--- src/rtl/resc_pkg.sv ---
// Shared constants for the programmable ReSC stream engine: LFSR taps, seeds, FSM states.
package resc_pkg;

   typedef enum logic [1:0] {IDLE, RUN, DONE} fsm_t;

   // Seeds are truncated to the LFSR width; the low six bits of the first
   // three are chosen to be far apart in the 6-bit sequence to limit correlation.
   localparam logic [7:0][15:0] X_SEED = {
      16'h2A5F, 16'h9D36, 16'h4E6C, 16'h7B92,
      16'h1F27, 16'h3CB3, 16'h5A6A, 16'hACC1
   };
   localparam logic [15:0] C_SEED = 16'h3A95;

   // Maximal-length Fibonacci tap masks (bit t-1 set for tap t).
   function automatic logic [15:0] taps(input int w);
      case (w)
         3:       taps = 16'h0006;
         4:       taps = 16'h000C;
         5:       taps = 16'h0014;
         6:       taps = 16'h0030;
         7:       taps = 16'h0060;
         8:       taps = 16'h00B8;
         9:       taps = 16'h0110;
         10:      taps = 16'h0240;
         11:      taps = 16'h0500;
         12:      taps = 16'h0829;
         13:      taps = 16'h100D;
         14:      taps = 16'h2015;
         15:      taps = 16'h6000;
         default: taps = 16'hD008;
      endcase
   endfunction

endpackage

--- src/rtl/resc_lfsr.sv ---
// Fibonacci LFSR with seed load and step enable; load wins over step.
module resc_lfsr
   import resc_pkg::*;
#(
   parameter int          W    = 6,
   parameter logic [15:0] SEED = 16'h0001
) (
   input  logic         clk,
   input  logic         reset,
   input  logic         load,
   input  logic         step,
   output logic [W-1:0] state
);

   localparam logic [15:0]  TAP16  = taps(W);
   localparam logic [W-1:0] TAPS   = TAP16[W-1:0];
   // A seed that truncates to zero would lock the register, so fall back to 1.
   localparam logic [W-1:0] SEED_T = SEED[W-1:0];
   localparam logic [W-1:0] SEED_W = (SEED_T == '0) ? {{(W-1){1'b0}}, 1'b1} : SEED_T;

   logic fb;
   assign fb = ^(state & TAPS);

   always_ff @(posedge clk or negedge reset) begin
      if (!reset)     state <= SEED_W;
      else if (load)  state <= SEED_W;
      else if (step)  state <= {state[W-2:0], fb};
   end

endmodule

--- src/rtl/resc_prog_stream_engine.sv ---
// Stochastic Bernstein-polynomial evaluator with run-time coefficients and start/done handshake.
module resc_prog_stream_engine
   import resc_pkg::*;
#(
   parameter int X_WIDTH = 6,
   parameter int Y_WIDTH = 10,
   parameter int DEGREE  = 3
) (
   input  logic                            clk,
   input  logic                            reset,
   input  logic                            start,
   input  logic [X_WIDTH-1:0]              x_bin,
   input  logic [(DEGREE+1)*Y_WIDTH-1:0]   coef_bin,
   output logic                            busy,
   output logic                            done,
   output logic [Y_WIDTH-1:0]              y_bin
);

   localparam int SEL_W = $clog2(DEGREE + 1);
   localparam logic [Y_WIDTH-1:0] LAST_CNT = {{(Y_WIDTH-1){1'b1}}, 1'b0};

   fsm_t                              state;
   logic [X_WIDTH-1:0]                x_lat;
   logic [DEGREE:0][Y_WIDTH-1:0]      coef_lat;
   logic [Y_WIDTH-1:0]                acc;
   logic [Y_WIDTH-1:0]                cnt;

   logic                              lfsr_load;
   logic                              lfsr_step;
   logic [DEGREE-1:0][X_WIDTH-1:0]    rx;
   logic [Y_WIDTH-1:0]                rc;
   logic [DEGREE-1:0]                 xs;
   logic [DEGREE:0]                   zs;
   logic [SEL_W-1:0]                  sel;
   logic                              stream_bit;

   assign lfsr_load = (state == IDLE) && start;
   assign lfsr_step = (state == RUN);

   for (genvar g = 0; g < DEGREE; g++) begin : g_x
      resc_lfsr #(.W(X_WIDTH), .SEED(X_SEED[g])) u_x_lfsr (
         .clk   (clk),
         .reset (reset),
         .load  (lfsr_load),
         .step  (lfsr_step),
         .state (rx[g])
      );
      assign xs[g] = (x_lat >= rx[g]);
   end

   resc_lfsr #(.W(Y_WIDTH), .SEED(C_SEED)) u_c_lfsr (
      .clk   (clk),
      .reset (reset),
      .load  (lfsr_load),
      .step  (lfsr_step),
      .state (rc)
   );

   for (genvar k = 0; k <= DEGREE; k++) begin : g_z
      assign zs[k] = (coef_lat[k] >= rc);
   end

   // Popcount of the x streams picks which coefficient stream feeds the output.
   always_comb begin
      sel = '0;
      for (int i = 0; i < DEGREE; i++) sel = sel + SEL_W'(xs[i]);
      stream_bit = 1'b0;
      for (int k = 0; k <= DEGREE; k++)
         if (sel == SEL_W'(k)) stream_bit = zs[k];
   end

   always_ff @(posedge clk or negedge reset) begin
      if (!reset) begin
         state    <= IDLE;
         busy     <= 1'b0;
         done     <= 1'b0;
         y_bin    <= '0;
         acc      <= '0;
         cnt      <= '0;
         x_lat    <= '0;
         coef_lat <= '0;
      end else begin
         case (state)
            IDLE: begin
               done <= 1'b0;
               if (start) begin
                  x_lat    <= x_bin;
                  coef_lat <= coef_bin;
                  acc      <= '0;
                  cnt      <= '0;
                  busy     <= 1'b1;
                  state    <= RUN;
               end
            end
            RUN: begin
               acc <= acc + {{(Y_WIDTH-1){1'b0}}, stream_bit};
               cnt <= cnt + 1'b1;
               // One full coef-LFSR period visits every nonzero rc exactly once.
               if (cnt == LAST_CNT) begin
                  y_bin <= acc + {{(Y_WIDTH-1){1'b0}}, stream_bit};
                  done  <= 1'b1;
                  busy  <= 1'b0;
                  state <= DONE;
               end
            end
            DONE: begin
               done  <= 1'b0;
               state <= IDLE;
            end
            default: state <= IDLE;
         endcase
      end
   end

endmodule
--- config.mk ---
export PLATFORM = sky130hd
export DESIGN_NAME = resc_prog_stream_engine
export DESIGN_NICKNAME = d
export VERILOG_FILES = /design/src/rtl/resc_pkg.sv /design/src/rtl/resc_lfsr.sv /design/src/rtl/resc_prog_stream_engine.sv
export SDC_FILE = /design/constraint.sdc
export NUM_CORES = 1
export LEC_CHECK = 0
export BUFFER_PORTS_ARGS = -buffer_cell sky130_fd_sc_hd__buf_4
export CORE_UTILIZATION = 30
export CTS_CLUSTER_DIAMETER = 30
export DETAILED_ROUTE_END_ITERATION = 7
export SLEW_MARGIN = 0
export SYNTH_ARGS = -nofsm -noshare
export SYNTH_HDL_FRONTEND = slang
export SYNTH_SLANG_ARGS = --single-unit
--- constraint.sdc ---
create_clock -name clk -period 4.25 [get_ports clk]
set_input_delay 0.2125 -clock clk [delete_from_list [all_inputs] [get_ports clk]]
set_output_delay 0.2125 -clock clk [all_outputs]
set_load 0.1 [all_outputs]
==> flow_metrics.tcl, run 1 <==
set metrics [dict create \
    cts_num_sinks 108 \
    setup-tns-final_ns 0 \
    r2r_start "g_x[2].u_x_lfsr.state[0]" \
    final.setup_skew_ns 0.0120 \
    routed_via_density 4.64 \
    post-synth-top-area-fraction_pct 41.7 \
    worstPathRequired_ns 4.46 \
    core_area_mm2 0.0186 \
    design_area_mm2 0.00673 \
    growth_of_design_area_from_synthesis_to_finish_pct 17.9 \
    grt_first_pass_wirelength_um 20200 \
    placed_cells 893 \
    timing.final.max_slew_violations 0 \
    finalSetupViolCount 0 \
    cts_htree_levels 3 \
    asyncSetResetFlopFracSynth_pct 100 \
    post-route-period-util_pct 94.4 \
    syn_area_per_cell_um2 9.22 \
    synth.lib_cells_used.distinct 37 \
    via_count_of_the_first_global_routing_pass 4016 \
    dpl_cell_area_mm2 0.00640 \
    max_freq_mhz 249 \
    num_antenna_cells 0 \
    cellLeakagePower_nw 3.56 \
    port_buffers 60 \
    reg2reg_depth 19 \
    synth.yosys.seq_area_share_pct 47.7 \
    detail-route-antenna-nets 0 \
    floorplan.io_pins 61 \
    power.ir.vdd_worst_uv 195 \
    critPathLaunch "g_x[2].u_x_lfsr.state[0]" \
    worstHoldPathType "in -> reg" \
    main_flop_type_after_synthesis "sky130_fd_sc_hd__dfrtp_1" \
    synth_edf_count 0 \
    count_of_endpoints_failing_hold_in_the_final_timing_report 0 \
    postSynthCellCount 619 \
    fin_util_pct 36.1 \
    holdCritStartpoint "coef_bin[6]" \
    yosys_warnings 0 \
    clk-insertion-delay-late_ns 0.35 \
    floorplan.rows 50 \
    synth.cell_area_mm2 0.00571 \
    max_cap_viol 0 \
    yosys-top-cells-area "sky130_fd_sc_hd__dfrtp_1 42%, sky130_fd_sc_hd__ha_1 14%, sky130_fd_sc_hd__nand2_1 11%" \
    dp_hpwl_um 8290 \
    drt-initial-drc-count 167 \
    end_kind "flip-flop" \
    fp.dieH_um 140 \
    detailed_route_wire_length_um 12000 \
    syn-num-nets 731 \
    path_class "reg -> reg" \
    tritoncts "built" \
    cts_made_buffers 9 \
    grt_usage_pct 12.9 \
    nFillCells 1915 \
    drtPass1Iterations 5 \
    timing_worst_slew_pin_value_ns 0.827 \
    ys_ff_latch 108 \
    critical_path_start_type "flip-flop" \
    stdcell_count 910 \
    critPathArrivalTime_ns 4.22 \
    max_slew_margin_pct 44.9 \
    drive_above_1_share_pct 15.7 \
    outcome "finished clean" \
    cp_max_fo 5 \
    design.die.area_mm2 0.0196 \
    yosysMostFrequentCell "sky130_fd_sc_hd__nand2_1" \
    synth.top_cells.by_count "174 x sky130_fd_sc_hd__nand2_1, 95 x sky130_fd_sc_hd__dfrtp_1, 62 x sky130_fd_sc_hd__ha_1" \
    remaining_drcs 0 \
    regToRegEndpoint "y_bin[8]" \
    period_needed_ns 4.01 \
    power_per_cell_area_mw_per_mm2 280 \
    grt_start_max_net_pins 65 \
    endpoint "y_bin[8]" \
    cts_root_buffer "sky130_fd_sc_hd__clkbuf_16" \
    rrSetupSlack_ns 0.24 \
    post_drt_wl_per_cell_um 13.2 \
    global_route.overflow_total 0 \
    clock_tree.buffer_depth 2 \
    vias 4218 \
    netlist.top_cell.by_area "sky130_fd_sc_hd__dfrtp_1" \
    overall_die_width_um 140 \
    layout.nets 783 \
    number_of_antenna_violations_at_the_first_check_in_global_routing 0 \
    cts.repair_timing.setup_buffer_count 0 \
    finalWeightedCongestion 0.812 \
    start_util_pct 30.6 \
    clk_pin_slew_ns 0.07 \
]
-- how the worst min path moves through the flow --
stage                               to  slack, ns  cells after the start
final                      coef_lat[6]       0.04                      3
after detailed placement      y_bin[1]       0.36                      1
after floorplan                 acc[0]      -0.08                      0
after global routing      coef_lat[18]       0.04                      3
after global placement        y_bin[1]       0.36                      1
after CTS                 coef_lat[21]       0.03                      3
-- per-stage QoR --
step / setup slack (ns) / power, mW / hold WS, ns
after global routing: -0.0483 / 1.95 / 0.0413
final: 0.240 / 1.89 / 0.0431
after detailed placement: 0.0682 / 1.10 / 0.361
after global placement: 0.134 / 1.10 / 0.361
after floorplan: 0.367 / 1.05 / -0.0831
after CTS: 0.0401 / 1.91 / 0.0349
-- cells by family after synthesis --
kind of cell             count (synthesis)  synth area share (%)
AO/OA/AOI/OAI                          124                  13.1
XOR/XNOR                                13                  2.00
AND/OR/NAND/NOR                        249                  18.6
adder cells (fa/ha/maj)                 63                  13.9
multiplexers                             2                 0.526
flip-flops                             108                  47.7
buffers and inverters                   60                  4.14
-- timing repair --
action,in CTS,in global routing
setup endpoints to repair,0,8
hold buffers,1,0
endpoints found under the hold margin,25,0
gates resized for setup,0,13
-- power breakdown --
| part | switching, mW | internal, mW | total (mW) | leakage [nW] |
|---|---|---|---|---|
| logic | 0.0263 | 0.0290 | 0.0554 | 2.10 |
| registers | 0 | 1.03 | 1.03 | 1.33 |
| clock network | 0.386 | 0.416 | 0.802 | 0.130 |
-- critical path, stage by stage (launching register included) --
cell and delay [ns]:
sky130_fd_sc_hd__dfstp_2 0.54, sky130_fd_sc_hd__ha_1 0.22, sky130_fd_sc_hd__nand2b_1 0.13, sky130_fd_sc_hd__a21o_1 0.18, sky130_fd_sc_hd__a21oi_1 0.14, sky130_fd_sc_hd__nor2b_1 0.06
sky130_fd_sc_hd__o21ai_1 0.11, sky130_fd_sc_hd__o2bb2ai_1 0.16, sky130_fd_sc_hd__fa_2 0.53, sky130_fd_sc_hd__and4_1 0.18, sky130_fd_sc_hd__a31oi_1 0.19, sky130_fd_sc_hd__o22a_1 0.19
sky130_fd_sc_hd__a31oi_4 0.06, sky130_fd_sc_hd__ha_4 0.21, sky130_fd_sc_hd__ha_2 0.19, sky130_fd_sc_hd__and3_1 0.19, sky130_fd_sc_hd__and3_1 0.19, sky130_fd_sc_hd__and3_4 0.19
sky130_fd_sc_hd__xnor2_1 0.12, sky130_fd_sc_hd__o21ai_0 0.08
-- cell type report --
type,count,area [um^2],area share (%)
clock buffers,13,250,3.72
clock inverters,3,21.3,0.316
inverters,32,120,1.79
multi-input cells,451,2800,41.7
flip-flops and latches,108,2720,40.4
well taps,234,293,4.35
repair buffers,69,520,7.74
-- per-layer routing --
layer / track usage [%] / share of wire [%] / up-vias
met5: 0 / 0 / -
met4: 3.64 / 1.2 / 0
met3: 2.70 / 3.0 / 9
met2: 20.0 / 44 / 59
met1: 18.2 / 51 / 1944
li1: - / - / 2206
-- flip-flops by register name, summed over array words and instances (netlist names) --
register            flops
coef_lat               40
g_x.u_x_lfsr.state     18
acc                    10
cnt                    10
u_c_lfsr.state         10
y_bin                  10
x_lat                   6
state                   2
busy                    1
done                    1
-- placed cells by master (no fill, tap or decap), types with 3 or more instances in the layout --
master	n
sky130_fd_sc_hd__a21o_1	13
sky130_fd_sc_hd__nand2b_1	9
sky130_fd_sc_hd__buf_4	68
sky130_fd_sc_hd__clkbuf_16	9
sky130_fd_sc_hd__o21ai_0	58
sky130_fd_sc_hd__nor2b_1	4
sky130_fd_sc_hd__a21oi_1	14
sky130_fd_sc_hd__a31oi_1	6
sky130_fd_sc_hd__dfstp_2	13
sky130_fd_sc_hd__xor2_1	3
sky130_fd_sc_hd__dfrtp_1	95
sky130_fd_sc_hd__o31ai_1	6
sky130_fd_sc_hd__and2_1	4
sky130_fd_sc_hd__xnor2_1	10
sky130_fd_sc_hd__o211ai_1	14
sky130_fd_sc_hd__clkbuf_1	3
sky130_fd_sc_hd__nand3_1	26
sky130_fd_sc_hd__nor2_1	13
sky130_fd_sc_hd__ha_1	60
sky130_fd_sc_hd__nand2_1	173
sky130_fd_sc_hd__o21ai_1	3
sky130_fd_sc_hd__and3_1	9
sky130_fd_sc_hd__inv_1	32
Note: power is estimated with default switching activity, not from simulation.
==> run 2: changes to the inputs <==
BUFFER_PORTS_ARGS = -buffer_cell sky130_fd_sc_hd__buf_2   (was -buffer_cell sky130_fd_sc_hd__buf_4)
SYNTH_HIERARCHICAL = 1   (was default)
==> flow_metrics.tcl, run 2 <==
set metrics [dict create \
    cellLeakagePower_nw 3.69 \
    drive_above_1_share_pct 17.2 \
    end_kind "flip-flop" \
    post_drt_wl_per_cell_um 12.7 \
    finalWeightedCongestion 0.770 \
    setup-tns-final_ns 0 \
    yosys_warnings 6 \
    final.setup_skew_ns 0.00960 \
    worstPathRequired_ns 4.50 \
    synth.top_cells.by_count "172 x sky130_fd_sc_hd__nand2_1, 95 x sky130_fd_sc_hd__dfrtp_1, 62 x sky130_fd_sc_hd__ha_1" \
    post-route-period-util_pct 94.4 \
    floorplan.io_pins 61 \
    fin_util_pct 35.7 \
    overall_die_width_um 142 \
    routed_via_density 4.47 \
    worst_path_largest_cell_delay_ns 0.54 \
    path_class "reg -> reg" \
    syn-num-nets 737 \
    cp_slowest_cell "sky130_fd_sc_hd__dfstp_2" \
    worstHoldPathType "in -> async" \
    synth.lib_cells_used.distinct 45 \
    synth_edf_count 0 \
    share_comb_of_total_power_pct 2.3 \
    yosys-top-cells-area "sky130_fd_sc_hd__dfrtp_1 41%, sky130_fd_sc_hd__ha_1 13%, sky130_fd_sc_hd__nand2_1 11%" \
    pre_cts_slack_ns 0.0381 \
    syn_area_per_cell_um2 9.37 \
    design.die.area_mm2 0.0201 \
    cts_htree_levels 3 \
    cts_made_buffers 9 \
    rrSetupSlack_ns 0.24 \
    count_of_endpoints_failing_hold_in_the_final_timing_report 0 \
    postSynthCellCount 625 \
    detail-route-antenna-nets 0 \
    timing.final.max_slew_violations 0 \
    main_flop_type_after_synthesis "sky130_fd_sc_hd__dfrtp_1" \
    cts_root_buffer "sky130_fd_sc_hd__clkbuf_16" \
    start_util_pct 31.0 \
    cp_cell_sequence "ha_1, nand2b_1, a21o_1, a21o_1, a21oi_2, o21a_1, fa_2, a2111oi_4, o21ai_1, a211oi_2, nor4b_2, buf_4, ha_2, ha_1, and3_4, and3_4, a31oi_1, o21ai_0, o31ai_1" \
    dp_hpwl_um 8210 \
    layout.nets 793 \
    finalWorstSetupSlack_ns 0.238 \
    critical_path_start_type "flip-flop" \
    clock_tree.buffer_depth 2 \
    drtPass1Iterations 5 \
    largestRegisters "coef_lat x40, g_x.u_x_lfsr/state x18" \
    period_needed_ns 4.01 \
    p_total_mw 1.86 \
    netSwitchingFraction_pct 21.6 \
    intPower_mw 1.46 \
    nFillCells 2020 \
    yosysMostFrequentCell "sky130_fd_sc_hd__nand2_1" \
    final_cell_mix "172 x sky130_fd_sc_hd__nand2_1, 95 x sky130_fd_sc_hd__dfrtp_1, 61 x sky130_fd_sc_hd__ha_1" \
    grt_start_max_net_pins 83 \
    power_frac_clock_pct 42.5 \
    fp.dieH_um 142 \
    power_per_cell_area_mw_per_mm2 276 \
    cp_max_fo 4 \
    dpl_cell_area_mm2 0.00641 \
    grt_usage_pct 12.9 \
    tritoncts "built" \
    final_common_cell "sky130_fd_sc_hd__nand2_1" \
    global_route.overflow_total 0 \
    core_area_mm2 0.0189 \
    ys_ff_latch 108 \
    critPathArrivalTime_ns 4.26 \
    design_area_mm2 0.00675 \
    netlist.top_cell.by_area "sky130_fd_sc_hd__dfrtp_1" \
    outcome "finished clean" \
    remaining_drcs 0 \
    synth.cell_area_mm2 0.00586 \
    p_sw_uw 403 \
    synth.yosys.seq_area_share_pct 46.4 \
    detailed_route_wire_length_um 12000 \
    post-synth-top-area-fraction_pct 40.6 \
    power.ir.vdd_worst_uv 204 \
    number_of_antenna_violations_at_the_first_check_in_global_routing 0 \
    reg2reg_depth 19 \
    growth_of_design_area_from_synthesis_to_finish_pct 15.2 \
    asyncSetResetFlopFracSynth_pct 100 \
    regMostFlops "coef_lat" \
    floorplan.rows 50 \
    timing_worst_slew_pin_value_ns 1.05 \
    max_ffs_per_register 40 \
    grt_first_pass_wirelength_um 20300 \
    max_freq_mhz 249 \
    port_buffers 60 \
    vias 4229 \
    clk-insertion-delay-late_ns 0.35 \
    drt-initial-drc-count 185 \
    portion_of_total_power_attributed_to_sequential_cells_pct 55.2 \
    clk_pin_slew_ns 0.07 \
    via_count_of_the_first_global_routing_pass 4084 \
    cts_num_sinks 108 \
    max_cap_viol 0 \
    postCtsHoldBufs 0 \
    num_antenna_cells 0 \
    max_slew_margin_pct 29.7 \
    finalSetupViolCount 0 \
]
==> run 2: cells by family after synthesis <==
group	count (synthesis)	synth area share, %
compound gates	107	11.2
xor+xnor	13	1.94
fa+ha+maj	63	13.6
buf+inv	63	4.83
flops	108	46.4
mux	23	4.10
simple gates	248	17.9
==> run 2: metal layers <==
metal	global-route usage, %	vias to the layer above	part of all wire (%)
li1	-	2203	-
met3	2.83	13	3.0
met4	4.07	0	1.3
met2	20.6	51	45
met5	0	-	0
met1	17.3	1962	51
==> run 2: path summary, 6_finish.rpt <==
check | startpoint | end
worst max-delay path | g_x[0].u_x_lfsr/state[0] | acc[8]
worst min-delay path | reset | y_bin[7]
worst max register to register | g_x[0].u_x_lfsr/state[0] | acc[8]
worst min register to register | y_bin[5] | y_bin[5]
max in group asynchronous | reset | g_x[1].u_x_lfsr/state[3]
min in group clk | coef_bin[12] | coef_lat[12]
==> run 2: layout make-up <==
| type | instances | area [um^2] | share of cell area [%] |
|---|---|---|---|
| clock buffers | 13 | 250 | 3.71 |
| clock inverters | 3 | 23.8 | 0.352 |
| inverters | 40 | 150 | 2.23 |
| multi-input cells | 454 | 2920 | 43.2 |
| flip-flops and latches | 108 | 2720 | 40.3 |
| well taps | 260 | 325 | 4.82 |
| repair buffers | 68 | 363 | 5.38 |
==> run 2: per-stage QoR <==
step | instances | hold slack (ns)
detailed placement | 929 | 0.405
global route | 946 | 0.0411
global placement | 929 | 0.403
CTS | 945 | 0.0301
floorplan | 625 | -0.0831
finish | 946 | 0.0451
==> run 2: power by group through the flow <==
stage	combinational [mW]	clock [mW]	sequential (mW)
CTS	0.0454	0.826	1.03
finish	0.0429	0.792	1.03
global route	0.0500	0.861	1.03
global placement	0.0448	0	1.05
detailed placement	0.0451	0	1.05
floorplan	0.000492	0	1.05
==> run 2: what timing repair did <==
item	CTS	global route
setup endpoints to repair	0	7
gates resized for setup	0	16
buffers inserted	0	1
endpoints found under the hold margin	0	0
==> run 2: worst max-delay path: cells and delay by family, from the launching register on <==
family                     cells  cell delay, ns
AOI/OAI and AO/OA             10            1.55
adders and majority gates      4            1.07
buffers and inverters          1            0.14
DFF                            1            0.54
and+or+nand+nor                4            0.61
==> run 3: changes to the inputs <==
clock period = 3.7 ns   (was 4.25 ns; I/O delays follow)
==> flow_metrics.tcl, run 3 (synthesized netlist as in run 2, its figures left out) <==
set metrics [dict create \
    outcome "complete, but fails checks" \
    failing_checks "setup timing" \
    fin_util_pct 37.6 \
    path_class "reg -> reg" \
    stdcell_count 970 \
    power_per_cell_area_mw_per_mm2 315 \
    rrSetupSlack_ns -0.08 \
    final.setup_skew_ns 0.0102 \
    grt_first_pass_wirelength_um 20400 \
    finalWeightedCongestion 0.766 \
    unrepaired_setup_endpoints_after_global_routing "true" \
    floorplan.io_pins 61 \
    finalSetupViolCount 5 \
    final_common_cell "sky130_fd_sc_hd__nand2_1" \
    finalWorstSetupSlack_ns -0.0799 \
    drt-initial-drc-count 188 \
    post-route-period-util_pct 102 \
    cellLeakagePower_nw 3.89 \
    design_area_mm2 0.00711 \
    cts_num_sinks 108 \
    regMostFlops "coef_lat" \
    largestRegisters "coef_lat x40, g_x.u_x_lfsr/state x18" \
    drtPass1Iterations 4 \
    floorplan.rows 50 \
    timing_worst_slew_pin_value_ns 0.938 \
    overall_die_width_um 142 \
    critical_path_start_type "flip-flop" \
    number_of_antenna_violations_at_the_first_check_in_global_routing 0 \
    nFillCells 1931 \
    design.die.area_mm2 0.0201 \
    global_route.overflow_total 0 \
    cts_made_buffers 9 \
    cts_root_buffer "sky130_fd_sc_hd__clkbuf_16" \
    tritoncts "built" \
    layout.nets 817 \
    worstHoldPathType "in -> reg" \
    growth_of_design_area_from_synthesis_to_finish_pct 21.4 \
    dpl_cell_area_mm2 0.00661 \
    max_freq_mhz 265 \
    vias 4313 \
    cp_max_fo 5 \
    clk_pin_slew_ns 0.08 \
    start_util_pct 31.0 \
    num_antenna_cells 0 \
    core_area_mm2 0.0189 \
    final_cell_mix "172 x sky130_fd_sc_hd__nand2_1, 95 x sky130_fd_sc_hd__dfrtp_1, 59 x sky130_fd_sc_hd__ha_1, 59 x sky130_fd_sc_hd__buf_2, 37 x sky130_fd_sc_hd__inv_1" \
    via_count_of_the_first_global_routing_pass 4154 \
    power.ir.vdd_worst_uv 226 \
    detail-route-antenna-nets 0 \
    count_of_endpoints_failing_hold_in_the_final_timing_report 0 \
    remaining_drcs 0 \
    clk-insertion-delay-late_ns 0.36 \
    port_buffers 60 \
    detailed_route_wire_length_um 12100 \
    drive_above_1_share_pct 22.4 \
    dp_hpwl_um 8360 \
    grt_start_max_net_pins 79 \
    routed_via_density 4.45 \
    max_ffs_per_register 40 \
    timing.final.max_slew_violations 0 \
    fin_worst_hold_slack_ns 0.0109 \
    clock_tree.buffer_depth 2 \
    pre_cts_slack_ns -0.380 \
    setup-tns-final_ns -0.211 \
    area.sequential_mm2 0.00272 \
    max_cap_viol 0 \
    cts_htree_levels 3 \
    period_needed_ns 3.78 \
    p_total_mw 2.24 \
    grt_usage_pct 12.8 \
    post_drt_wl_per_cell_um 12.5 \
    end_kind "flip-flop" \
    placed_cells 951 \
    max_slew_margin_pct 37.3 \
    critPathArrivalTime_ns 4.02 \
    fp.dieH_um 142 \
    multi_input_logic_area_mm2 0.00303 \
    worstPathRequired_ns 3.94 \
]
==> run 3: cell count changes in the layout (fill, tap and decap cells not counted), sizes merged <==
cell	previous run	this run
clkbuf	13	9
bufinv	0	1
buf	68	91
inv	40	43
dlygate4sd3	0	1
==> run 3: worst paths after layout <==
check / from / endpoint / cells past startpoint
setup / recovery: g_x[2].u_x_lfsr/state[0] / y_bin[8] / 18
hold / removal: coef_bin[27] / coef_lat[27] / 3
setup reg to reg: g_x[2].u_x_lfsr/state[0] / y_bin[8] / 18
hold reg to reg: y_bin[7] / y_bin[7] / 2
max in group asynchronous: reset / u_c_lfsr/state[4] / 3
min in group asynchronous: reset / y_bin[9] / 2
==> run 3: timing repair <==
| item | in CTS | in global routing |
|---|---|---|
| buffers inserted | 0 | 3 |
| endpoints found under the hold margin | 56 | 0 |
| setup endpoints to repair | 14 | 12 |
| hold buffers | 1 | 0 |
| pin swaps | 14 | 7 |
| resized for setup | 18 | 27 |
==> run 3: cell type report <==
type	instances	area share [%]
Clock buffer	9	3.17
Clock inverter	7	1.16
Inverter	40	2.11
Multi-Input combinational cell	454	42.7
Sequential cell	108	38.2
Tap cell	260	4.58
Timing Repair Buffer	92	8.06
==> run 3: power by group <==
| part | leakage, nW | internal [mW] | total (mW) | switching (mW) |
|---|---|---|---|---|
| logic | 2.43 | 0.0212 | 0.0518 | 0.0306 |
| registers | 1.32 | 1.18 | 1.18 | 0 |
| clock network | 0.145 | 0.536 | 1.01 | 0.473 |
==> run 3: metal layers <==
| metal | GRT usage, % | routed length (um) | part of all wire, % |
|---|---|---|---|
| met3 | 2.83 | 359 | 3.0 |
| met4 | 3.57 | 125 | 1.0 |
| met5 | 0 | 0 | 0 |
| met2 | 20.2 | 5500 | 46 |
| met1 | 17.6 | 6100 | 50 |
==> run 3: worst max-delay path: stages, from the launching register on <==
cell	delay [ns]
sky130_fd_sc_hd__dfstp_2	0.56
sky130_fd_sc_hd__ha_4	0.20
sky130_fd_sc_hd__nand2b_4	0.12
sky130_fd_sc_hd__a21o_1	0.14
sky130_fd_sc_hd__a21o_1	0.15
sky130_fd_sc_hd__a21oi_1	0.13
sky130_fd_sc_hd__o21a_1	0.15
sky130_fd_sc_hd__fa_2	0.49
sky130_fd_sc_hd__a2111oi_4	0.19
sky130_fd_sc_hd__o21ai_1	0.12
sky130_fd_sc_hd__a211oi_2	0.29
sky130_fd_sc_hd__nor4b_4	0.10
sky130_fd_sc_hd__ha_4	0.18
sky130_fd_sc_hd__ha_4	0.15
sky130_fd_sc_hd__and3_4	0.17
sky130_fd_sc_hd__and3_4	0.19
sky130_fd_sc_hd__nand3_2	0.08
sky130_fd_sc_hd__xor2_1	0.18
sky130_fd_sc_hd__o21ai_2	0.06
